### src/rtl/ahb2apb_bridge.sv
`default_nettype none
// ============================================================================
//  Module   : ahb2apb_bridge
//  Purpose  : AHB-Lite slave to APB master bridge. Each AHB NONSEQ/SEQ
//             transfer becomes one APB SETUP/ACCESS pair. AHB wait states
//             are inserted until PREADY. PSLVERR, an illegal HSIZE or an
//             ACCESS timeout produce the two-cycle AHB ERROR response.
//  Ports    : clk, rst (sync, active low)
//             AHB  : HSEL, HADDR, HTRANS, HWRITE, HSIZE, HWDATA, HREADYIN
//                    -> HREADYOUT, HRESP, HRDATA
//             APB  : PSEL, PENABLE, PWRITE, PADDR, PWDATA, PSTRB
//                    <- PRDATA, PREADY, PSLVERR
//             All outputs are registered.
//  Revision : 1.0  initial release
// ============================================================================
module ahb2apb_bridge #(
    parameter int TIMEOUT = 16,   // ACCESS cycles before forced error, 0 = never
    parameter int ADDR_W  = 32
) (
    input  logic              clk,
    input  logic              rst,
    input  logic              HSEL,
    input  logic [ADDR_W-1:0] HADDR,
    input  logic [1:0]        HTRANS,
    input  logic              HWRITE,
    input  logic [2:0]        HSIZE,
    input  logic [31:0]       HWDATA,
    input  logic              HREADYIN,
    output logic              HREADYOUT,
    output logic              HRESP,
    output logic [31:0]       HRDATA,
    output logic              PSEL,
    output logic              PENABLE,
    output logic              PWRITE,
    output logic [ADDR_W-1:0] PADDR,
    output logic [31:0]       PWDATA,
    output logic [3:0]        PSTRB,
    input  logic [31:0]       PRDATA,
    input  logic              PREADY,
    input  logic              PSLVERR
);

    localparam int CNT_W = (TIMEOUT < 2) ? 1 : $clog2(TIMEOUT);
    localparam logic [CNT_W-1:0] C_TO_LAST = CNT_W'((TIMEOUT == 0) ? 0 : TIMEOUT - 1);

    typedef enum logic [2:0] {
        S_IDLE   = 3'd0,
        S_SETUP  = 3'd1,
        S_ACCESS = 3'd2,
        S_ERR1   = 3'd3,
        S_ERR2   = 3'd4
    } state_t;

    state_t              state_q,     state_d;
    logic [CNT_W-1:0]    cnt_q,       cnt_d;
    logic                hreadyout_q, hreadyout_d;
    logic                hresp_q,     hresp_d;
    logic [31:0]         hrdata_q,    hrdata_d;
    logic                psel_q,      psel_d;
    logic                penable_q,   penable_d;
    logic                pwrite_q,    pwrite_d;
    logic [ADDR_W-1:0]   paddr_q,     paddr_d;
    logic [31:0]         pwdata_q,    pwdata_d;
    logic [3:0]          pstrb_q,     pstrb_d;

    logic                w_xfer_valid;
    logic [3:0]          w_strb;
    logic                w_unused;

    // HTRANS[0] only distinguishes NONSEQ from SEQ, which the bridge treats alike
    assign w_unused     = HTRANS[0];
    assign w_xfer_valid = HSEL & HREADYIN & HTRANS[1];

    // Byte lanes for the incoming transfer; reads never drive strobes
    always_comb begin
        w_strb = 4'b0000;
        if (HWRITE) begin
            case (HSIZE)
                3'd0:    w_strb = 4'b0001 << HADDR[1:0];
                3'd1:    w_strb = HADDR[1] ? 4'b1100 : 4'b0011;
                3'd2:    w_strb = 4'b1111;
                default: w_strb = 4'b0000;
            endcase
        end
    end

    always_comb begin
        state_d     = state_q;
        cnt_d       = cnt_q;
        hreadyout_d = hreadyout_q;
        hresp_d     = hresp_q;
        hrdata_d    = hrdata_q;
        psel_d      = psel_q;
        penable_d   = penable_q;
        pwrite_d    = pwrite_q;
        paddr_d     = paddr_q;
        pwdata_d    = pwdata_q;
        pstrb_d     = pstrb_q;

        case (state_q)
            // ERR2 is an AHB-ready cycle, so it accepts a new address exactly as IDLE does
            S_IDLE, S_ERR2: begin
                state_d     = S_IDLE;
                hreadyout_d = 1'b1;
                hresp_d     = 1'b0;
                if (w_xfer_valid) begin
                    hreadyout_d = 1'b0;
                    if (HSIZE > 3'd2) begin
                        // Unsupported size: answer with ERROR, never touch the APB side
                        state_d = S_ERR1;
                        hresp_d = 1'b1;
                    end else begin
                        state_d  = S_SETUP;
                        psel_d   = 1'b1;
                        paddr_d  = HADDR;
                        pwrite_d = HWRITE;
                        pwdata_d = HWDATA;
                        pstrb_d  = w_strb;
                    end
                end
            end

            S_SETUP: begin
                state_d   = S_ACCESS;
                penable_d = 1'b1;
                cnt_d     = '0;
            end

            S_ACCESS: begin
                if (PREADY) begin
                    psel_d    = 1'b0;
                    penable_d = 1'b0;
                    cnt_d     = '0;
                    if (PSLVERR) begin
                        state_d = S_ERR1;
                        hresp_d = 1'b1;
                    end else begin
                        state_d     = S_IDLE;
                        hreadyout_d = 1'b1;
                        hresp_d     = 1'b0;
                        if (!pwrite_q) begin
                            hrdata_d = PRDATA;
                        end
                    end
                end else if ((TIMEOUT != 0) && (cnt_q == C_TO_LAST)) begin
                    // Peripheral never answered: abandon the APB transfer
                    state_d   = S_ERR1;
                    hresp_d   = 1'b1;
                    psel_d    = 1'b0;
                    penable_d = 1'b0;
                    cnt_d     = '0;
                end else begin
                    cnt_d = cnt_q + CNT_W'(1);
                end
            end

            S_ERR1: begin
                state_d     = S_ERR2;
                hreadyout_d = 1'b1;
                hresp_d     = 1'b1;
            end

            default: begin
                state_d     = S_IDLE;
                hreadyout_d = 1'b1;
                hresp_d     = 1'b0;
                psel_d      = 1'b0;
                penable_d   = 1'b0;
                cnt_d       = '0;
            end
        endcase
    end

    always_ff @(posedge clk) begin
        if (!rst) begin
            state_q     <= S_IDLE;
            cnt_q       <= '0;
            hreadyout_q <= 1'b1;
            hresp_q     <= 1'b0;
            hrdata_q    <= '0;
            psel_q      <= 1'b0;
            penable_q   <= 1'b0;
            pwrite_q    <= 1'b0;
            paddr_q     <= '0;
            pwdata_q    <= '0;
            pstrb_q     <= '0;
        end else begin
            state_q     <= state_d;
            cnt_q       <= cnt_d;
            hreadyout_q <= hreadyout_d;
            hresp_q     <= hresp_d;
            hrdata_q    <= hrdata_d;
            psel_q      <= psel_d;
            penable_q   <= penable_d;
            pwrite_q    <= pwrite_d;
            paddr_q     <= paddr_d;
            pwdata_q    <= pwdata_d;
            pstrb_q     <= pstrb_d;
        end
    end

    assign HREADYOUT = hreadyout_q;
    assign HRESP     = hresp_q;
    assign HRDATA    = hrdata_q;
    assign PSEL      = psel_q;
    assign PENABLE   = penable_q;
    assign PWRITE    = pwrite_q;
    assign PADDR     = paddr_q;
    assign PWDATA    = pwdata_q;
    assign PSTRB     = pstrb_q;

endmodule
`default_nettype wire

### config.mk
export PLATFORM = sky130hd
export DESIGN_NAME = ahb2apb_bridge
export DESIGN_NICKNAME = d
export VERILOG_FILES = /design/src/rtl/ahb2apb_bridge.sv
export SDC_FILE = /design/constraint.sdc
export NUM_CORES = 1
export LEC_CHECK = 0
export ABC_AREA = 1
export BUFFER_PORTS_ARGS = -buffer_cell sky130_fd_sc_hd__buf_2
export CAP_MARGIN = 25
export CORE_ASPECT_RATIO = 1.1
export CORE_UTILIZATION = 34
export CTS_CLUSTER_SIZE = 28
export DETAILED_ROUTE_END_ITERATION = 16
export PLACE_DENSITY = 0.7
export SKIP_CTS_REPAIR_TIMING = 1
export SYNTH_ARGS = -nofsm -noshare
export SYNTH_HDL_FRONTEND = slang
export SYNTH_SLANG_ARGS = --single-unit
### constraint.sdc
create_clock -name clk -period 1.5 [get_ports clk]
set_input_delay 0.075 -clock clk [delete_from_list [all_inputs] [get_ports clk]]
set_output_delay 0.075 -clock clk [all_outputs]
set_load 0.05 [all_outputs]
==> impl_metrics.csv, run 1 <==
group,metric,value,unit
status,status,"complete, but fails checks",
status,violations,"hold timing",
detailed_routing,wl_per_cell,13.0,um
finish,nets,908,
synth,synth_compound_area_share,13.7,%
cts,cts_tree,"built",
detailed_routing,met2_wirelength,5.99,mm
placement,globalplace.congestion,0.742,
synth,ys_seq_area_share,54.1,%
detailed_routing,dr.max_layer_used,"met4",
floorplanning,rows,41,
critical_path,start_kind,"register",
sta,setup_viol,0,
synth,yosysUniqueCellTypes,25,
finish,final_cell_mix,"buf_2, nand2_1, dfxtp_1, a21oi_1, dlygate4sd3_1",
synth,avgSynthCellArea,7.74,um^2
floorplanning,start_util,35.6,%
synth,yosys.area_share.simple,26.0,%
finish,diodes,0,
finish,drive_gt1_share,31.0,%
global_route,grt_max_degree,89,
sta,fin_crit_sh,95.1,%
detailed_routing,wl_met3,1.10,mm
global_route,antenna_found_initial,0,
detailed_routing,firstDrtPassIters,6,
detailed_routing,vias_per_cell,4.62,
detailed_routing,drc,0,
cts,cts-root-buf,"clkbuf_16",
synth,synth-xor-area-share,0.211,%
finish,fin_cells,953,
critical_path,crit_required,1760,ps
synth,synth_fp_nets,644,
synth,synth.ff_latch_count,112,
floorplanning,io_pins,213,
global_route,grt-ovfl-total,0,
cts,cts_max_level,3,
placement,dpl.hpwl,7.97,mm
synth,synth_top_family_by_area,"simple AND/OR/NAND/NOR gates",
synth,synth_area,4140,um^2
detailed_routing,ant_nets,0,
cts,clk_pin_slew_worst_paths,70,ps
cts,ctsLongestPathBuffers,2,
finish,layout.cells.most_common,"buf_2",
detailed_routing,wl_met1,5.15,mm
detailed_routing,wl,12.4,mm
synth,synth_mux_area_share,0,%
finish,utilization,54.3,%
worst_hold_path,hold_class,"input port to register",
floorplanning,die_x,107,um
global_route,grt_pass1_vias,3704,
cts,numCtsBuffers,9,
sta,finalClockSkew,5.99,ps
power_and_ir_drop,power.total,6.14,mW
power_and_ir_drop,power_density,971,nW/um^2
detailed_routing,initialDrtViolationCount,278,
floorplanning,core-area,11600,um^2
run,max_cap_violations,0,
detailed_routing,vias,4404,
sta,period_minus_slack,1430,ps
critical_path,crit_fanout,39,
sta,slew_headroom,71.3,%
cts,cts.sink_count,112,
placement,dp.cells,872,
finish,fin_area,6320,um^2
critical_path,arrival,1680,ps
synth,yosysWarnings,0,
global_route,grt_usage,17.7,%
power_and_ir_drop,power_leakage,2.81,nW
placement,place.port_buffers,211,
cts,worstSkewPairLatency,350,ps
sta,tightestPinTransition,430,ps
synth,synthAdderAreaFrac,0.302,%
power_and_ir_drop,peakVddDrop,510,uV
sta,timing.hold.ws,-27.9,ps
synth,syn-instance-count,535,
finish,area_growth,52.6,%
placement,placed_cell_area,5380,um^2
sta,finalMaxSlewViolations,0,
critical_path,worstSetupPathType,"register to register",
critical_path,end_kind,"register",
floorplanning,die_area,12600,um^2
global_route,grt_pass1_wl,17.8,mm
sta,finalHoldViolCount,9,
floorplanning,dieHeight,118,um
sta,fmax,701,MHz
==> flip-flops by register name (all words and copies together) (netlist names) <==
name and count:
HRDATA 32, PADDR 32, PWDATA 32, PSTRB 4, cnt_q 4, state_q 3, HREADYOUT 1, HRESP 1
PENABLE 1, PSEL 1, PWRITE 1
==> path summary, 6_finish.rpt <==
check / from / end / slack (ps) / depth (start not counted)
setup reg to reg: state_q[0] / PWDATA[24] / 70 / 6
hold / removal: HWDATA[30] / PWDATA[30] / -30 / 3
setup / recovery: state_q[0] / PWDATA[24] / 70 / 6
hold reg to reg: PWDATA[5] / PWDATA[5] / 460 / 2
==> critical path, stage by stage (launching register included) <==
cell     delay [ps]
dfxtp_1         390
nor2_4          170
nand3_2         140
inv_2           150
buf_12          210
nand2_1          80
a21oi_1         190
==> power by group <==
group          switching (mW)  leakage, nW  internal (mW)
Sequential             0.0347        0.905           3.03
Clock                    1.08        0.130           1.16
Combinational           0.485         1.78          0.347
==> cell type report <==
| class | count | area (um^2) |
|---|---|---|
| multi-input combinational | 375 | 1680 |
| clock inverter | 5 | 33.8 |
| fill | 1111 | 5330 |
| inverter | 13 | 50.0 |
| sequential | 112 | 2240 |
| timing repair buffer | 288 | 1890 |
| clock buffer | 10 | 239 |
| tap | 150 | 188 |
==> cells in the mapped netlist <==
master	count	area (um^2)
nor2_4	1	11.3
ha_1	1	12.5
a21oi_2	1	8.76
nand3b_1	1	7.51
dfxtp_1	112	2240
nand3_2	1	10.0
xnor2_1	1	8.76
buf_6	4	45.0
nor3_1	3	15.0
or2_1	1	6.26
a21oi_1	107	536
nand2_1	188	706
nor2_1	10	37.5
o21ai_0	4	20.0
nand4_1	1	6.26
buf_2	13	65.1
clkbuf_1	16	60.1
inv_2	3	11.3
and2_1	1	6.26
nor2_2	2	12.5
o21ai_1	1	5.00
nand3_1	49	245
or2_2	2	12.5
buf_4	2	15.0
inv_1	10	37.5
==> cell families (layout without fill, tap and decap cells) <==
group | after synthesis | count (layout)
xor+xnor | 1 | 1
simple gates | 260 | 260
fa+ha+maj | 1 | 1
compound gates | 113 | 113
flops | 112 | 112
buf+inv | 48 | 316
==> per-stage QoR <==
stage	TNS (ps)	hold slack, ps	setup WS, ps
floorplan	0	213	178
finish	0	-27.9	74.1
CTS	0	-45.8	80.0
global placement	0	323	161
global route	-41.2	0.0279	-27.1
detailed placement	0	330	98.0
==> layer usage <==
layer  global-route usage (%)  up-vias
met4                     6.68        0
met3                     5.76       13
met2                     28.1      169
met1                     22.1     1951
met5                        0        -
li1                         -     2271
Power figures use the tool's default switching activity.
==> run 2, diff against run 1 <==
CAP_MARGIN = 15   (was 25)
PLACE_DENSITY = unset   (was 0.7)
PLACE_DENSITY_LB_ADDON = 0.05   (was unset)
SLEW_MARGIN = 20   (was unset)
==> run 2 against run 1 <==
Compared with the run above:
- the run still ends with hold timing left
- sequential power about the same
- combinational power decreased by 5.6%
- flip-flop and latch count unchanged
- clock power increased by 4%
- utilization decreased by 1.5 points
- via count decreased by 1.8%
- critical endpoint is now PWDATA[19]
==> impl_metrics.csv, run 2 (same netlist as run 1, synthesis figures left out) <==
group,metric,value,unit
sta,finalClockSkew,7.57,ps
global_route,grt_pass1_vias,3866,
floorplanning,start_util,35.6,%
placement,dp.cells,873,
placement,place.port_buffers,211,
floorplanning,die_area,12600,um^2
run,max_cap_violations,0,
sta,timing.hold.ws,-24.8,ps
cts,cts_max_level,3,
detailed_routing,vias_per_cell,4.62,
finish,drive_gt1_share,31.6,%
finish,fin_cells,937,
critical_path,arrival,1650,ps
floorplanning,dieHeight,118,um
sta,setup_viol,0,
sta,rsz0062_at_grt,"true",
placement,globalplace.congestion,0.784,
sta,finalHoldViolCount,14,
sta,tightestPinTransition,451,ps
detailed_routing,wl_per_cell,12.7,um
global_route,antenna_found_initial,1,
power_and_ir_drop,power.total,6.19,mW
global_route,grt-ovfl-total,0,
cts,clk_pin_slew_worst_paths,70,ps
critical_path,end_kind,"register",
critical_path,crit_fanout,42,
critical_path,worstSetupPathType,"register to register",
detailed_routing,initialDrtViolationCount,217,
finish,final_cell_mix,"buf_2, nand2_1, dfxtp_1, a21oi_1",
cts,worstSkewPairLatency,340,ps
status,violations,"hold timing",
detailed_routing,drc,0,
finish,nets,892,
sta,fmax,721,MHz
sta,finalMaxSlewViolations,0,
floorplanning,rows,41,
cts,cts-root-buf,"clkbuf_16",
critical_path,start_kind,"register",
global_route,grt_pass1_wl,17.7,mm
floorplanning,io_pins,213,
finish,layout.cells.most_common,"buf_2",
detailed_routing,wl,11.9,mm
detailed_routing,ant_nets,0,
worst_hold_path,hold_class,"input port to register",
global_route,grt_max_degree,43,
cts,ctsLongestPathBuffers,2,
power_and_ir_drop,power_leakage,2.74,nW
detailed_routing,firstDrtPassIters,4,
finish,diodes,0,
floorplanning,die_x,107,um
critical_path,crit_required,1770,ps
sta,period_minus_slack,1390,ps
floorplanning,core-area,11600,um^2
global_route,grt_usage,17.5,%
status,status,"complete, but fails checks",
power_and_ir_drop,peakVddDrop,771,uV
sta,slew_headroom,70.0,%
cts,cts.sink_count,112,
placement,dpl.hpwl,8.02,mm
finish,area_growth,48.2,%
critical_path,cpPeakStageDelay,360,ps
cts,cts_tree,"built",
detailed_routing,vias,4325,
power_and_ir_drop,power_density,1010,nW/um^2
sta,fin_crit_sh,92.5,%
critical_path,cp_cell_sequence,"nor2_2 -> nand3_4 -> inv_2 -> buf_12 -> nand2_1 -> a21oi_1",
critical_path,slowest_stage,"dfxtp_1",
cts,numCtsBuffers,9,
[run 2: cell types whose count changed in the layout (fill, tap and decap cells not counted), sizes merged]
cell	delta
dlygate4sd3	-17
clkbuf	+3
clkinv	-2
clkinvlp	-1
buf	+1
[run 2: cell type report]
class,instances,area [um^2]
clock buffers,13,280
clock inverters,2,12.5
fillers,1138,5510
well taps,150,188
multi-input cells,375,1680
flip-flops and latches,112,2240
inverters,13,50.0
repair buffers,272,1690
[run 2: path summary, 6_finish.rpt]
| path | from | to | slack [ps] | cells past startpoint |
|---|---|---|---|---|
| max | state_q[0] | PWDATA[19] | 110 | 6 |
| min | HWDATA[20] | PWDATA[20] | -20 | 3 |
| max reg2reg | state_q[0] | PWDATA[19] | 110 | 6 |
| min reg2reg | HRDATA[13] | HRDATA[13] | 460 | 2 |
[run 2: through the flow]
step                utilization (%)  cell area (um^2)  setup TNS, ps  setup slack [ps]  hold WS [ps]
floorplan                         -              4140              0               178           213
global route                   52.7              6140           -204             -36.0         -1.50
CTS                            48.4              5640              0              81.0         -38.4
detailed placement             45.9              5350              0              98.7           329
global placement               45.9              5350              0               130           324
finish                         52.7              6140              0               112         -24.8
[run 2: routing by layer]
metal | part of all wire [%] | global-route usage (%) | vias up
met5 | 0.084 | 0 | -
met4 | 1.4 | 5.57 | 2
met3 | 7.9 | 6.20 | 11
met2 | 49 | 30.0 | 145
met1 | 42 | 20.0 | 1931
li1 | - | - | 2236
[run 2: where the power goes]
| part | internal [mW] | switching [mW] |
|---|---|---|
| clock | 1.30 | 1.04 |
| sequential | 3.03 | 0.0324 |
| combinational | 0.312 | 0.472 |
[run 2: worst max-delay path: cells and delay by family (launching register included)]
kind | cells | cell delay (ps)
AO/OA/AOI/OAI | 1 | 150
buffers and inverters | 2 | 340
flip-flops | 1 | 360
AND/OR/NAND/NOR | 3 | 460
==> run 3, diff against run 2 <==
ABC_AREA = 0   (was 1)
SKIP_CTS_REPAIR_TIMING = unset   (was 1)
==> run 3 against run 2 <==
Compared with the run above:
- the run ends with setup timing left
- flip-flop and latch count stayed put
- power is 1.5% higher
- largest cell class is now buffers
- synthesized area decreased by 2.4%
- largest power group unchanged
- sequential power hardly changed
==> impl_metrics.csv, run 3 <==
group,metric,value,unit
status,status,"complete, but fails checks",
status,violations,"setup timing",
detailed_routing,wl_per_cell,13.4,um
finish,utilization,59.9,%
finish,layout.cells.most_common,"buf_2",
run,max_cap_violations,0,
synth,synth_area_leaders,"dfxtp_1, nand2_1, a21oi_1",
detailed_routing,vias_per_cell,4.63,
placement,dp_slack,-128,ps
global_route,grt_pass1_vias,4228,
floorplanning,rows,41,
detailed_routing,wl,13.1,mm
critical_path,start_kind,"register",
worst_hold_path,hold_start,"HADDR[30]",
placement,dpl.hpwl,7.96,mm
synth,synth_fp_nets,619,
cts,ctsLongestPathBuffers,2,
sta,setup_ws,-105,ps
cts,cts.sink_count,112,
cts,numCtsBuffers,9,
detailed_routing,drc,0,
cts,clk_pin_slew_worst_paths,70,ps
critical_path,reg2reg_depth,7,
sta,slew_headroom,77.1,%
finish,final_cell_mix,"buf_2, nand2_1, dfxtp_1, a21oi_1, dlygate4sd3_1",
synth,yosys.area.top_type_share,55.5,%
finish,fin_area,6910,um^2
critical_path,end_kind,"register",
sta,finalHoldViolCount,0,
detailed_routing,ant_nets,0,
finish,area_growth,71.0,%
synth,synthTopCellsByCount,"nand2_1, dfxtp_1, a21oi_1",
floorplanning,die_area,12300,um^2
global_route,grt_max_degree,48,
synth,yosysWarnings,0,
global_route,grt-ovfl-total,0,
global_route,antenna_found_initial,0,
cts,cts_max_level,3,
power_and_ir_drop,power.total,6.28,mW
placement,placed_cell_area,5400,um^2
cts,worstSkewPairLatency,340,ps
power_and_ir_drop,power_leakage,3.02,nW
worst_hold_path,hold_class,"input port to register",
synth,synth.ff_latch_count,112,
power_and_ir_drop,peakVddDrop,436,uV
synth,syn-instance-count,510,
sta,setup_viol,34,
power_and_ir_drop,power_density,909,nW/um^2
detailed_routing,firstDrtPassIters,4,
global_route,grt_usage,20.0,%
placement,place.port_buffers,211,
critical_path,arrival,1880,ps
floorplanning,core-area,11500,um^2
synth,ys_seq_area_share,55.5,%
sta,fin_crit_sh,107,%
sta,finalMaxSlewViolations,0,
synth,async_reset_ff_share,0,%
synth,yosysUniqueCellTypes,33,
synth,avgSynthCellArea,7.93,um^2
detailed_routing,initialDrtViolationCount,177,
placement,globalplace.congestion,0.757,
finish,drive_gt1_share,34.9,%
floorplanning,start_util,35.0,%
synth,synth_area,4040,um^2
floorplanning,die_x,106,um
sta,fmax,623,MHz
sta,tightestPinTransition,343,ps
detailed_routing,vias,4527,
synth,synth_top_area_cell,"dfxtp_1",
cts,cts-root-buf,"clkbuf_16",
synth,synthFlopType,"dfxtp_1",
global_route,grt_pass1_wl,19.6,mm
critical_path,rr_startpoint,"state_q[0]",
worst_hold_path,whs_path_depth,3,
floorplanning,dieHeight,116,um
critical_path,worstSetupPathType,"register to register",
critical_path,cp-startpoint,"state_q[0]",
finish,fillCellCount,1036,
floorplanning,io_pins,213,
cts,cts_tree,"built",
synth,yosysMostFrequentCell,"nand2_1",
critical_path,crit_fanout,8,
sta,rsz0062_at_grt,"true",
synth,synth_edf_count,0,
sta,finalClockSkew,4.81,ps
critical_path,crit_required,1770,ps
finish,nets,931,
sta,period_minus_slack,1600,ps
finish,diodes,0,
run 3: cells by family after synthesis:
group,share of synthesized area (%)
compound gates,16.9
simple gates,23.3
flops,55.5
fa+ha+maj,0.309
buf+inv,3.99
run 3: worst paths after layout:
check	to	slack [ps]
min	PADDR[30]	10
min reg2reg	HRDATA[13]	450
max	HRDATA[15]	-100
max reg2reg	HRDATA[15]	-100
run 3: cell type report:
| type | instances | area [um^2] | area share [%] |
|---|---|---|---|
| Tap cell | 150 | 188 | 2.72 |
| Multi-Input combinational cell | 361 | 1760 | 25.5 |
| Sequential cell | 112 | 2240 | 32.5 |
| Inverter | 3 | 12.5 | 0.181 |
| Clock inverter | 2 | 12.5 | 0.181 |
| Timing Repair Buffer | 335 | 2420 | 35.0 |
| Clock buffer | 14 | 274 | 3.96 |
run 3: repair_timing:
action | CTS | global route
gates resized for setup | 5 | 38
setup endpoints to repair | 38 | 56
endpoints found under the hold margin | 97 | 0
pin swaps | 1 | 25
setup buffers | 3 | 2
gates cloned | 1 | 4
hold buffers | 96 | 0
run 3: power breakdown:
part / internal [mW] / leakage, nW / switching [mW]
registers: 3.03 / 0.905 / 0.0292
clock network: 1.26 / 0.139 / 1.05
logic: 0.429 / 1.98 / 0.478
run 3: stage by stage:
stage	TNS (ps)	hold WS, ps	std cells
global route	-4670	31.1	977
detailed placement	-1960	296	857
finish	-2570	10.3	977
floorplan	-2660	151	510
CTS	-1050	8.32	973
global placement	-414	299	857
run 3: metal layers:
metal	vias to the layer above	share of wire [%]	track usage [%]	wire length, um
li1	2289	-	-	-
met1	2053	41	23.2	5400
met2	161	50	35.0	6530
met3	24	6.8	5.47	886
met4	0	1.8	7.96	236
met5	-	0	0	0
run 3: worst max-delay path, cell delays in order, from the launching register on:
cell       delay, ps
dfxtp_2          330
or3b_4           400
buf_6            130
nor3_4           210
buf_6            150
clkbuf_16        150
nand2_1           60
a21oi_1          110
